===== config.mk =====
export PLATFORM = sky130hd
export DESIGN_NAME = axi_req_fifo
export DESIGN_NICKNAME = d
export VERILOG_FILES = /design/src/rtl/axi_prefetch_pkg.sv /design/src/rtl/axi_req_fifo_mem.sv /design/src/rtl/axi_req_fifo.sv
export SDC_FILE = /design/constraint.sdc
export NUM_CORES = 1
export LEC_CHECK = 0
export CORE_MARGIN = 2
export CORE_UTILIZATION = 58
export CTS_CLUSTER_SIZE = 10
export DETAILED_ROUTE_END_ITERATION = 16
export PLACE_DENSITY_LB_ADDON = 0.08
export SLEW_MARGIN = 20
export SYNTH_ARGS = -nofsm -noshare
export SYNTH_HDL_FRONTEND = slang
export SYNTH_HIERARCHICAL = 1
export SYNTH_SLANG_ARGS = --single-unit

===== constraint.sdc =====
create_clock -name clk -period 17.03 [get_ports clk]
set_clock_uncertainty 0.2 [all_clocks]
set_input_delay 2.5545 -clock clk [delete_from_list [all_inputs] [get_ports clk]]
set_output_delay 2.5545 -clock clk [all_outputs]
set_load 0.05 [all_outputs]

===== src/rtl/axi_prefetch_pkg.sv =====
// Shared constants for the AXI prefetch request path: payload field widths
// (address + id + len packed by the caller) and the default FIFO depth.
package axi_prefetch_pkg;

  localparam int ADDR_W             = 48;
  localparam int ID_W               = 8;
  localparam int LEN_W              = 8;
  localparam int REQ_W              = ADDR_W + ID_W + LEN_W;
  localparam int DEFAULT_DEPTH_LOG2 = 2;

endpackage


===== src/rtl/axi_req_fifo_mem.sv =====
// Storage array for axi_req_fifo: one synchronous write port and one
// asynchronous read port, so it maps directly onto a vendor LUTRAM.
// Contents are never reset; the control logic tracks validity.
module axi_req_fifo_mem
  import axi_prefetch_pkg::*;
#(
  parameter int DATA_WIDTH = REQ_W,
  parameter int DEPTH_LOG2 = DEFAULT_DEPTH_LOG2
) (
  input  logic                  clk,
  input  logic                  we,
  input  logic [DEPTH_LOG2-1:0] waddr,
  input  logic [DATA_WIDTH-1:0] wdata,
  input  logic [DEPTH_LOG2-1:0] raddr,
  output logic [DATA_WIDTH-1:0] rdata
);

  logic [DATA_WIDTH-1:0] mem_q [1 << DEPTH_LOG2];

  // Write the accepted request into the slot at the write pointer.
  always_ff @(posedge clk) begin
    if (we) begin
      mem_q[waddr] <= wdata;
    end
  end

  assign rdata = mem_q[raddr];

endmodule


===== src/rtl/axi_req_fifo.sv =====
// Ready/valid request FIFO sitting upstream of the AXI delay gate on AR/AW.
// Absorbs requests while the gate holds ready low, keeps m_data/m_valid stable
// while the gate masks, and registers s_ready so there is no combinational
// path from m_ready back to s_ready.
// Optional build macro: AXI_REQ_FIFO_STATS_EN adds stall_cycles and max_count.
module axi_req_fifo
  import axi_prefetch_pkg::*;
#(
  parameter int DATA_WIDTH = REQ_W,
  parameter int DEPTH_LOG2 = DEFAULT_DEPTH_LOG2,
  parameter int AFULL_LVL  = 3
) (
  input  logic                  clk,
  input  logic                  rst,
  input  logic                  flush,
  input  logic [DATA_WIDTH-1:0] s_data,
  input  logic                  s_valid,
  output logic                  s_ready,
  output logic [DATA_WIDTH-1:0] m_data,
  output logic                  m_valid,
  input  logic                  m_ready,
  output logic [DEPTH_LOG2:0]   count,
  output logic                  almost_full
`ifdef AXI_REQ_FIFO_STATS_EN
  ,
  output logic [31:0]           stall_cycles,
  output logic [DEPTH_LOG2:0]   max_count
`endif
);

  typedef logic [DEPTH_LOG2-1:0] ptr_t;
  typedef logic [DEPTH_LOG2:0]   cnt_t;

  localparam cnt_t DEPTH_C = cnt_t'(1 << DEPTH_LOG2);
  localparam cnt_t AFULL_C = cnt_t'(AFULL_LVL);

  logic push;
  logic pop;
  ptr_t wr_ptr_q, wr_ptr_d;
  ptr_t rd_ptr_q, rd_ptr_d;
  cnt_t count_q, count_d;
  logic m_valid_q, m_valid_d;
  logic s_ready_q, s_ready_d;
  logic afull_q, afull_d;

  // Next-state: pointers and occupancy, with flush overriding both handshakes;
  // flags are derived from the next count so they are registered.
  always_comb begin
    push      = s_valid & s_ready_q;
    pop       = m_valid_q & m_ready;
    wr_ptr_d  = wr_ptr_q;
    rd_ptr_d  = rd_ptr_q;
    count_d   = count_q;
    if (flush) begin
      wr_ptr_d = '0;
      rd_ptr_d = '0;
      count_d  = '0;
    end else begin
      if (push) wr_ptr_d = wr_ptr_q + 1'b1;
      if (pop)  rd_ptr_d = rd_ptr_q + 1'b1;
      count_d = count_q + cnt_t'(push) - cnt_t'(pop);
    end
    m_valid_d = (count_d != '0);
    s_ready_d = (count_d != DEPTH_C);
    afull_d   = (count_d >= AFULL_C);
  end

  // Control state register; s_ready stays low during reset and rises one
  // cycle after rst deasserts.
  always_ff @(posedge clk) begin
    if (rst) begin
      wr_ptr_q  <= '0;
      rd_ptr_q  <= '0;
      count_q   <= '0;
      m_valid_q <= 1'b0;
      s_ready_q <= 1'b0;
      afull_q   <= 1'b0;
    end else begin
      wr_ptr_q  <= wr_ptr_d;
      rd_ptr_q  <= rd_ptr_d;
      count_q   <= count_d;
      m_valid_q <= m_valid_d;
      s_ready_q <= s_ready_d;
      afull_q   <= afull_d;
    end
  end

  axi_req_fifo_mem #(
    .DATA_WIDTH (DATA_WIDTH),
    .DEPTH_LOG2 (DEPTH_LOG2)
  ) u_mem (
    .clk   (clk),
    .we    (push & ~flush),
    .waddr (wr_ptr_q),
    .wdata (s_data),
    .raddr (rd_ptr_q),
    .rdata (m_data)
  );

  assign s_ready     = s_ready_q;
  assign m_valid     = m_valid_q;
  assign count       = count_q;
  assign almost_full = afull_q;

`ifdef AXI_REQ_FIFO_STATS_EN
  logic [31:0] stall_q, stall_d;
  cnt_t        max_q, max_d;

  // Stall counter saturates at all-ones; peak tracks the next occupancy so
  // it lines up with count. Flush does not clear either.
  always_comb begin
    stall_d = stall_q;
    if (s_valid && !s_ready_q && (stall_q != 32'hFFFF_FFFF)) begin
      stall_d = stall_q + 32'd1;
    end
    max_d = (count_d > max_q) ? count_d : max_q;
  end

  // Statistics registers, cleared by rst only.
  always_ff @(posedge clk) begin
    if (rst) begin
      stall_q <= '0;
      max_q   <= '0;
    end else begin
      stall_q <= stall_d;
      max_q   <= max_d;
    end
  end

  assign stall_cycles = stall_q;
  assign max_count    = max_q;
`endif

endmodule


==> impl_metrics.csv <==
group,metric,value,unit
global_route,gr-usage-all-layers,19.34,%
pwr,p_leak,3.809,nW
die,dieWidth,133.6,µm
logic_synthesis,synth_top_family_by_area,"multiplexers",
die,num_rows,47,
cts,cts_tree,"done",
finish,fin_nets,613,
sta,slew_violations,0,
logic_synthesis,yosysTopAreaCell,"edfxtp_1",
logic_synthesis,synth-compound-area-share,0.2310,%
logic_synthesis,async_flop_share,0,%
placed_design,place_hpwl,9305,µm
worst_setup_path,endpoint_kind,"primary output",
die,ioPinCount,139,
finish,postLayoutCoreUtil,73.70,%
route,ant_nets,0,
cts,clock_path_buffers,3,
global_route,grt_overflow,0,
sta,setup-violations-final,0,
route,totalWireLength,16610,µm
global_route,grt_pass1_wl,26100,µm
cts,postCtsHoldBufs,0,
sta,fin_crit_sh,36.25,%
logic_synthesis,postSynthCellCount,381,
cts,clk_latency,0.52,ns
logic_synthesis,synth-xor-area-share,0.5391,%
global_route,grt_max_degree,66,
route,via_per_inst,5.551,
finish,final-seq-area,0.007895,mm²
finish,syn_to_final_growth,24.94,%
sta,grt_setup_unrepaired,"false",
logic_synthesis,syn_area_per_cell,25.59,µm²
sta,holdWs,0.3862,ns
logic_synthesis,ys_warn_count,6,
status,status,"complete, no violations",
logic_synthesis,synth-edff-count,256,
sta,tightest_slew,1.007,ns
global_route,grt_antenna_before_repair,1,
sta,hold_viol_final,0,
cts,cts_made_buffers,30,
logic_synthesis,synth_nets,453,
finish,multi_input_area,0.001685,mm²
logic_synthesis,synth_fa_ha_area_share,0.4621,%
cts,clock_sinks,266,
route,via_count,4363,
cts,cts_setup_buffers,0,
route,drtIter0Drc,277,
hold_path,min_path_type,"reg2reg",
logic_synthesis,seq_area_frac_synth,80.91,%
job,maxCapViolCount,0,
logic_synthesis,synth_commonest_cells,"256 x edfxtp_1, 60 x mux4_2, 10 x dfxtp_1",
die,core,0.01652,mm²
global_route,first_global_vias,4702,
placed_design,pre_cts_ws,11.28,ns
worst_setup_path,path_max_fanout,37,
logic_synthesis,synth_most_common_cell,"edfxtp_1",
cts,cts_root_buf,"clkbuf_16",
cts,path_clk_slew,0.05,ns
sta,slew_headroom,32.86,%
logic_synthesis,ys_seq_elements,266,
logic_synthesis,synthDominantCellAreaShare,78.86,%
worst_setup_path,crit_type,"reg2out",
worst_setup_path,required,14.28,ns
sta,max_freq,162.0,MHz
die,initial_core_util,58.99,%
die,die_area,0.01786,mm²
pwr,irDropWorstVdd,0.09550,mV
cts,ctsResizeCount,0,
placed_design,gp_congestion,0.7086,
worst_setup_path,crit_path_start_kind,"register",
route,dr.pass1.iters,4,
worst_setup_path,cp.arrival,3.42,ns
sta,fin_ws,10.86,ns
logic_synthesis,yosys.area_share.simple,0.9370,%
finish,layout-drive-gt1-share,18.41,%
sta,timing.final.crit_period,6.173,ns
finish,nFillCells,952,
placed_design,portBuffers,138,
logic_synthesis,synth.distinct_cells,25,
sta,fin_tns_setup,0,ns
die,die_h,133.6,µm
route,drc,0,
logic_synthesis,mappedNetlistArea,0.009748,mm²
logic_synthesis,synth_ff_type,"edfxtp_1",
pwr,p_total,1.377,mW
logic_synthesis,synth.area.top_cells,"edfxtp_1 79%, mux4_2 14%, dfxtp_1 2.1%, buf_12 1.2%, mux4_1 1.1%",
cts,htreeDepth,1,
logic_synthesis,muxShareOfSynthArea,14.94,%
pwr,power_density,113.1,mW/mm²
route,wire_per_inst,21.13,µm
-- critical path: stages (launching register included) --
cell and delay [ns]:
dfxtp_4 0.74, buf_4 0.69, mux4_1 0.71, clkdlybuf4s50_1 0.75
-- metal layers --
| layer | part of all wire [%] | track usage [%] |
|---|---|---|
| met4 | 1.4 | 5.083 |
| met2 | 50 | 31.84 |
| met5 | 0 | 0 |
| met3 | 6.5 | 4.833 |
| met1 | 42 | 26.52 |
-- metrics by stage --
stage	cell area, µm²	instances
after floorplan	9748	381
after global placement	11300	729
after detailed placement	11300	729
after CTS	12180	785
after global routing	12180	785
final	12180	786
-- cell families (layout without fill, tap and decap cells) --
group	Yosys count	after routing
AO/OA/AOI/OAI	3	3
XOR/XNOR	6	6
adder cells (fa/ha/maj)	3	3
buffers and inverters	21	205
flip-flops	266	266
multiplexers	64	64
other	0	1
AND/OR/NAND/NOR	18	18
-- final cells by class --
class,instances,area share (%)
Multi-Input combinational cell,94,13.84
Tap cell,220,2.260
Timing Repair Buffer,143,11.65
Inverter,6,0.1849
Antenna cell,1,0.02055
Sequential cell,266,64.82
Clock buffer,56,7.222
-- final timing paths --
| kind | from | to | slack (ns) | depth (start not counted) |
|---|---|---|---|---|
| setup / recovery | rd_ptr_q[0] | m_data[0] | 10.86 | 3 |
| hold reg to reg | m_valid | rd_ptr_q[1] | 0.39 | 3 |
| hold / removal | m_valid | rd_ptr_q[1] | 0.39 | 3 |
| setup reg to reg | s_ready | u_mem/mem_q[1][25] | 14.55 | 4 |
-- power breakdown --
group	internal (mW)	switching [mW]
sequential	0.725	0.00323
combinational	0.0360	0.0470
clock	0.342	0.224
total	1.10	0.274
-- cells in the final DEF, fill, tap and decap left out, drive strengths merged, types with 3 or more instances in the layout --
| cell | n |
|---|---|
| edfxtp | 256 |
| clkdlybuf4s50 | 138 |
| mux4 | 64 |
| clkbuf | 56 |
| dfxtp | 10 |
| nor2 | 8 |
| inv | 6 |
| buf | 5 |
| xor2 | 3 |
| xnor2 | 3 |
-- registers in the layout (all words and copies together) (netlist names) --
name	flops
u_mem/mem_q	256
count	3
rd_ptr_q	2
wr_ptr_q	2
almost_full	1
m_valid	1
s_ready	1
Power figures use the tool's default switching activity.
==> patch 1 (same settings) <==
The package constant `LEN_W` goes from 8 to 16.
--- a/src/rtl/axi_prefetch_pkg.sv
+++ b/src/rtl/axi_prefetch_pkg.sv
@@ -5,5 +5,5 @@
   localparam int ADDR_W             = 48;
   localparam int ID_W               = 8;
-  localparam int LEN_W              = 8;
+  localparam int LEN_W              = 16;
   localparam int REQ_W              = ADDR_W + ID_W + LEN_W;
   localparam int DEFAULT_DEPTH_LOG2 = 2;
Ports: changed (resized m_data and s_data); port bits go from 139 to 155. No check against the original RTL was run, so the function may have changed too.
==> patch 1 against the unedited design <==
  * Clock power up 15%
  * Global-route usage grew 0.33 points
  * Worst setup slack gained 0.19 ns
  * Design area up 12%
  * Sequential share of layout area grew 0.27 points
  * Synthesized area is 12% higher
  * Worst hold slack improved by 0.033 ns
  * Cell count grew 8.1%
  * Non-clock buffer count rose by 17
  * Routed wire length rose by 15%
  * Sequential cell count rose by 32
  * Power rose by 13%
==> patch 1: results (changes against the unedited design) <==
.. list-table::
   :header-rows: 1

   * - Metric
     - Value
   * - Status
     - finished clean (unchanged)
   * - Reported leakage power
     - 4.26 nW (was 3.81 nW)
   * - Total nets after synthesis
     - 503 (was 453)
   * - Number of H-tree branching levels
     - 2 (was 1)
   * - Layout Nets
     - 683 (was 613)
   * - Register containing the most flip-flops in the final layout
     - u_mem/mem_q (unchanged)
   * - Count of flip-flops with a built-in enable after synthesis
     - 288 (was 256)
   * - Maximum clock path buffer count
     - 3 (unchanged)
   * - Flip-flop count of the largest register after layout
     - 288 (was 256)
   * - Portion of netlist area occupied by mux cells
     - 0.149 (about the same)
   * - Cell count after placement
     - 800 (was 729)
   * - Crit path DAT
     - 3.23 ns (was 3.42 ns)
   * - Post-synth top cells
     - sky130_fd_sc_hd__edfxtp_1, sky130_fd_sc_hd__mux4_2, sky130_fd_sc_hd__dfxtp_1, sky130_fd_sc_hd__nor2_1 (unchanged)
   * - Gate count of the mapped netlist
     - 423 (was 381)
   * - Root Buffer Master
     - sky130_fd_sc_hd__clkbuf_16 (unchanged)
   * - Post-DP Area
     - 12600 um^2 (was 11300 um^2)
   * - Number of distinct standard cells referenced by the synthesized netlist
     - 24 (was 25)
   * - # diodes
     - 0 (was 1)
   * - Post-detail-place hpwl
     - 10800 um (was 9310 um)
   * - Initial antenna violation count
     - 0 (was 1)
   * - Number of standard cells in the layout, taps in and fillers out
     - 850 (was 786)
   * - First-pass GRT wire length
     - 29400 um (was 26100 um)
   * - Via density
     - 5.76 (was 5.55)
   * - Fraction of registers with async set or reset after synthesis
     - 0 (unchanged)
   * - Largest net degree at the start of global routing
     - 74 (was 66)
   * - Minimum clock period
     - 5.98 ns (was 6.17 ns)
   * - Fill cell total of the finished layout
     - 1037 (was 952)
   * - Pre-CTS setup slack
     - 11.21 ns (was 11.28 ns)
   * - Worst supply voltage drop on vdd
     - 0.0863 mV (was 0.0955 mV)
   * - Crit Path Max Fanout
     - 52 (was 37)
   * - Aggregate global-route resource usage
     - 0.197 (was 0.193)
   * - Drt total wl
     - 19100 um (was 16600 um)
   * - Number of global-route vias before repair
     - 5281 (was 4702)
   * - Actual slew at the worst max-slew pin
     - 1.10 ns (was 1.01 ns)
   * - Synthesized-area fraction occupied by ao, oa, aoi and oai cells
     - 0.00207 (was 0.00231)
   * - Sequential-to-total area share from yosys stat
     - 0.811 (was 0.809)
   * - Fraction of synthesized cell area in xor and xnor cells
     - 0.00482 (was 0.00539)
   * - Ranking of synthesized cells by area
     - sky130_fd_sc_hd__edfxtp_1, sky130_fd_sc_hd__mux4_2, sky130_fd_sc_hd__dfxtp_1 (unchanged)
   * - Input/output buffers
     - 154 (was 138)
   * - Layout cells sized above 1
     - 0.196 (was 0.184)
   * - Clock buffer count from CTS
     - 35 (was 30)
   * - Weighted congestion at the end of routability-driven global placement
     - 0.768 (was 0.709)
   * - Synth Area in Adders
     - 0.00413 (was 0.00462)
   * - DR iter-0 viols
     - 309 (was 277)
   * - Clock latency on the worst-skew pair
     - 0.50 ns (was 0.52 ns)
==> patch 1: cell types whose count changed after synthesis <==
| cell | change |
|---|---|
| sky130_fd_sc_hd__buf_2 | +1 |
| sky130_fd_sc_hd__edfxtp_1 | +32 |
| sky130_fd_sc_hd__clkbuf_1 | +1 |
| sky130_fd_sc_hd__mux4_1 | -2 |
| sky130_fd_sc_hd__buf_12 | +1 |
| sky130_fd_sc_hd__clkbuf_2 | -1 |
| sky130_fd_sc_hd__mux4_2 | +10 |
==> patch 1: cells by family after synthesis <==
logic type | Yosys count
AO/OA/AOI/OAI | 3
XOR/XNOR | 6
adder cells (fa/ha/maj) | 3
buffers and inverters | 23
flip-flops | 298
multiplexers | 72
AND/OR/NAND/NOR | 18
==> patch 1: through the flow <==
stage          hold slack [ns]  utilization
2_1_floorplan            0.277            -
3_3_place_gp             0.377        0.679
3_5_place_dp             0.397        0.679
4_1_cts                  0.413        0.732
5_1_grt                  0.460        0.732
6_report                 0.419        0.732
==> patch 1: power breakdown <==
group | internal, mW | switching, mW
Combinational | 0.0399 | 0.0529
Clock | 0.395 | 0.254
Sequential | 0.813 | 0.00333
Total | 1.25 | 0.310
==> patch 1: final timing paths <==
path               startpoint                 end  slack [ns]
setup / recovery  rd_ptr_q[0]           m_data[0]       11.05
hold reg to reg       s_ready         wr_ptr_q[1]        0.42
setup reg to reg      s_ready  u_mem/mem_q[2][63]       14.44
hold / removal        s_ready         wr_ptr_q[1]        0.42
==> patch 1: layout make-up <==
type	count	area, um^2	share of cell area
clock buffer	50	985	0.0724
inverter	6	22.5	0.00166
multi-input combinational	102	1860	0.137
sequential	298	8860	0.651
tap	234	293	0.0215
timing repair buffer	160	1590	0.117
==> patch 1: critical path: stages, from the launching register on <==
cell                              delay [ns]
sky130_fd_sc_hd__dfxtp_4                0.65
sky130_fd_sc_hd__buf_6                  0.65
sky130_fd_sc_hd__mux4_1                 0.66
sky130_fd_sc_hd__clkdlybuf4s50_1        0.72
==> patch 1: metal layers <==
metal,up-vias,track usage,routed length [um]
met1,2560,0.269,8060
met3,35,0.0635,1360
met2,149,0.311,9330
met5,-,0,0
li1,2155,-,-
met4,0,0.0579,391
==> patch 2 (config.mk and constraints unchanged) <==
Made on the original files. Register the output `count` once more, cleared by the reset; this adds one clock of latency there. The other outputs are not delayed to match. Comments in the files are not updated.
--- a/src/rtl/axi_req_fifo.sv
+++ b/src/rtl/axi_req_fifo.sv
@@ -100,5 +100,11 @@
   assign s_ready     = s_ready_q;
   assign m_valid     = m_valid_q;
-  assign count       = count_q;
+  always_ff @(posedge clk) begin
+    if (rst) begin
+      count <= '0;
+    end else begin
+      count <= count_q;
+    end
+  end
   assign almost_full = afull_q;
 
Function: changed (a bounded check fails within 4 cycles, from zero or initial values and one cycle with rst high).
==> patch 2 against the unedited design <==
  * Count of clock-buffer cells in the layout unchanged
  * Routed wire length down 0.28%
  * Design area rose by 0.59%
  * Synthesized area is 0.83% higher
  * First-iteration DRC count down 9.0%
  * Sequential cell count increased by 3
  * Power grew 0.60%
  * Worst setup slack gained 0.077 ns
  * Critical endpoint is now m_data[1]
==> patch 2: results (changes against the unedited design) <==
.. list-table::
   :header-rows: 1

   * - Metric
     - Value
   * - Number of distinct standard cells referenced by the synthesized netlist
     - 26 (was 25)
   * - Hold Crit Start
     - count_q[0] (was m_valid)
   * - Crit path DAT
     - 3.34 ns (was 3.42 ns)
   * - Fill cell total of the finished layout
     - 973 (was 952)
   * - Post-synth top cells
     - sky130_fd_sc_hd__edfxtp_1, sky130_fd_sc_hd__mux4_2, sky130_fd_sc_hd__dfxtp_1, sky130_fd_sc_hd__nor2_1, sky130_fd_sc_hd__inv_1 (was sky130_fd_sc_hd__edfxtp_1, sky130_fd_sc_hd__mux4_2, sky130_fd_sc_hd__dfxtp_1, sky130_fd_sc_hd__nor2_1)
   * - Sequential-to-total area share from yosys stat
     - 0.809 (about the same)
   * - End point of the critical path
     - m_data[1] (was m_data[0])
   * - Layout Nets
     - 621 (was 613)
   * - Global Route met3 Usage
     - 0.0510 (was 0.0483)
   * - Terminus of the critical flop-to-flop path
     - u_mem/mem_q[2][12] (was u_mem/mem_q[1][25])
   * - Number of global-route vias before repair
     - 4810 (was 4702)
   * - Average wire per cell in the routed design
     - 20.9 um (was 21.1 um)
   * - First-pass GRT wire length
     - 25600 um (was 26100 um)
   * - Maximum clock path buffer count
     - 3 (unchanged)
   * - Actual slew at the worst max-slew pin
     - 1.02 ns (was 1.01 ns)
   * - Ranking of synthesized cells by area
     - sky130_fd_sc_hd__edfxtp_1, sky130_fd_sc_hd__mux4_2, sky130_fd_sc_hd__dfxtp_1 (unchanged)
   * - Total nets after synthesis
     - 461 (was 453)
   * - Status
     - finished clean (unchanged)
   * - Aggregate global-route resource usage
     - 0.190 (was 0.193)
   * - DR iter-0 viols
     - 252 (was 277)
   * - Via density
     - 5.56 (was 5.55)
   * - Min-Delay Path Class
     - register to register (unchanged)
   * - Worst supply voltage drop on vdd
     - 0.0859 mV (was 0.0955 mV)
   * - Weighted congestion at the end of routability-driven global placement
     - 0.727 (was 0.709)
   * - Reported leakage power
     - 3.84 nW (was 3.81 nW)
   * - Input/output buffers
     - 138 (unchanged)
   * - Clock latency on the worst-skew pair
     - 0.52 ns (about the same)
   * - Post-detail-place hpwl
     - 9410 um (was 9310 um)
   * - Beginning of the critical path
     - rd_ptr_q[0] (unchanged)
   * - Layout cells sized above 1
     - 0.178 (was 0.184)
   * - Met2 Use GR
     - 0.318 (about the same)
   * - Count of flip-flops with a built-in enable after synthesis
     - 256 (unchanged)
   * - Met1 track utilization from global routing
     - 0.250 (was 0.265)
   * - Worst-case register-to-register setup slack
     - 14.52 ns (was 14.55 ns)
[patch 2: per-stage QoR]
step / instance area (um^2) / setup slack, ns / std cells / util
floorplan: 9830 / 8.73 / 389 / -
global placement: 11400 / 11.35 / 737 / 0.686
detailed placement: 11400 / 11.37 / 737 / 0.686
CTS: 12200 / 10.80 / 793 / 0.739
global route: 12200 / 10.69 / 793 / 0.739
finish: 12300 / 10.93 / 794 / 0.739
[patch 2: area by class of cell]
cell class,count,share of cell area
antenna,1,0.000204
timing repair buffer,143,0.116
inverter,8,0.00245
tap,220,0.0225
clock buffer,56,0.0710
sequential,269,0.649
multi-input combinational,97,0.139
[patch 2: layer usage]
metal / part of all wire / routed length, um / up-vias
li1: - / - / 1967
met1: 0.40 / 6580 / 2285
met2: 0.52 / 8550 / 142
met3: 0.074 / 1220 / 21
met4: 0.013 / 212 / 0
met5: 0 / 0 / -
[patch 2: how the worst min path moves through the flow]
stage	end	slack (ns)	depth (start not counted)
CTS	count[0]	0.27	2
global route	count[0]	0.29	2
detailed placement	count[0]	0.25	2
global placement	count[0]	0.25	2
floorplan	count[0]	0.22	2
finish	count[0]	0.25	2
[patch 2: critical path: stages (launching register included)]
cell,delay (ns)
sky130_fd_sc_hd__dfxtp_4,0.71
sky130_fd_sc_hd__buf_4,0.71
sky130_fd_sc_hd__mux4_1,0.65
sky130_fd_sc_hd__clkdlybuf4s50_1,0.71
[patch 2: cell families after synthesis]
group,synth area share
mux,0.148
simple gates,0.0107
buf+inv,0.0204
flops,0.809
fa+ha+maj,0.00458
xor+xnor,0.00535
compound gates,0.00229
[patch 2: where the power goes]
group          total [mW]  switching (mW)  internal, mW
registers           0.736         0.00335         0.733
clock network       0.563           0.225         0.338
logic              0.0866          0.0491        0.0375
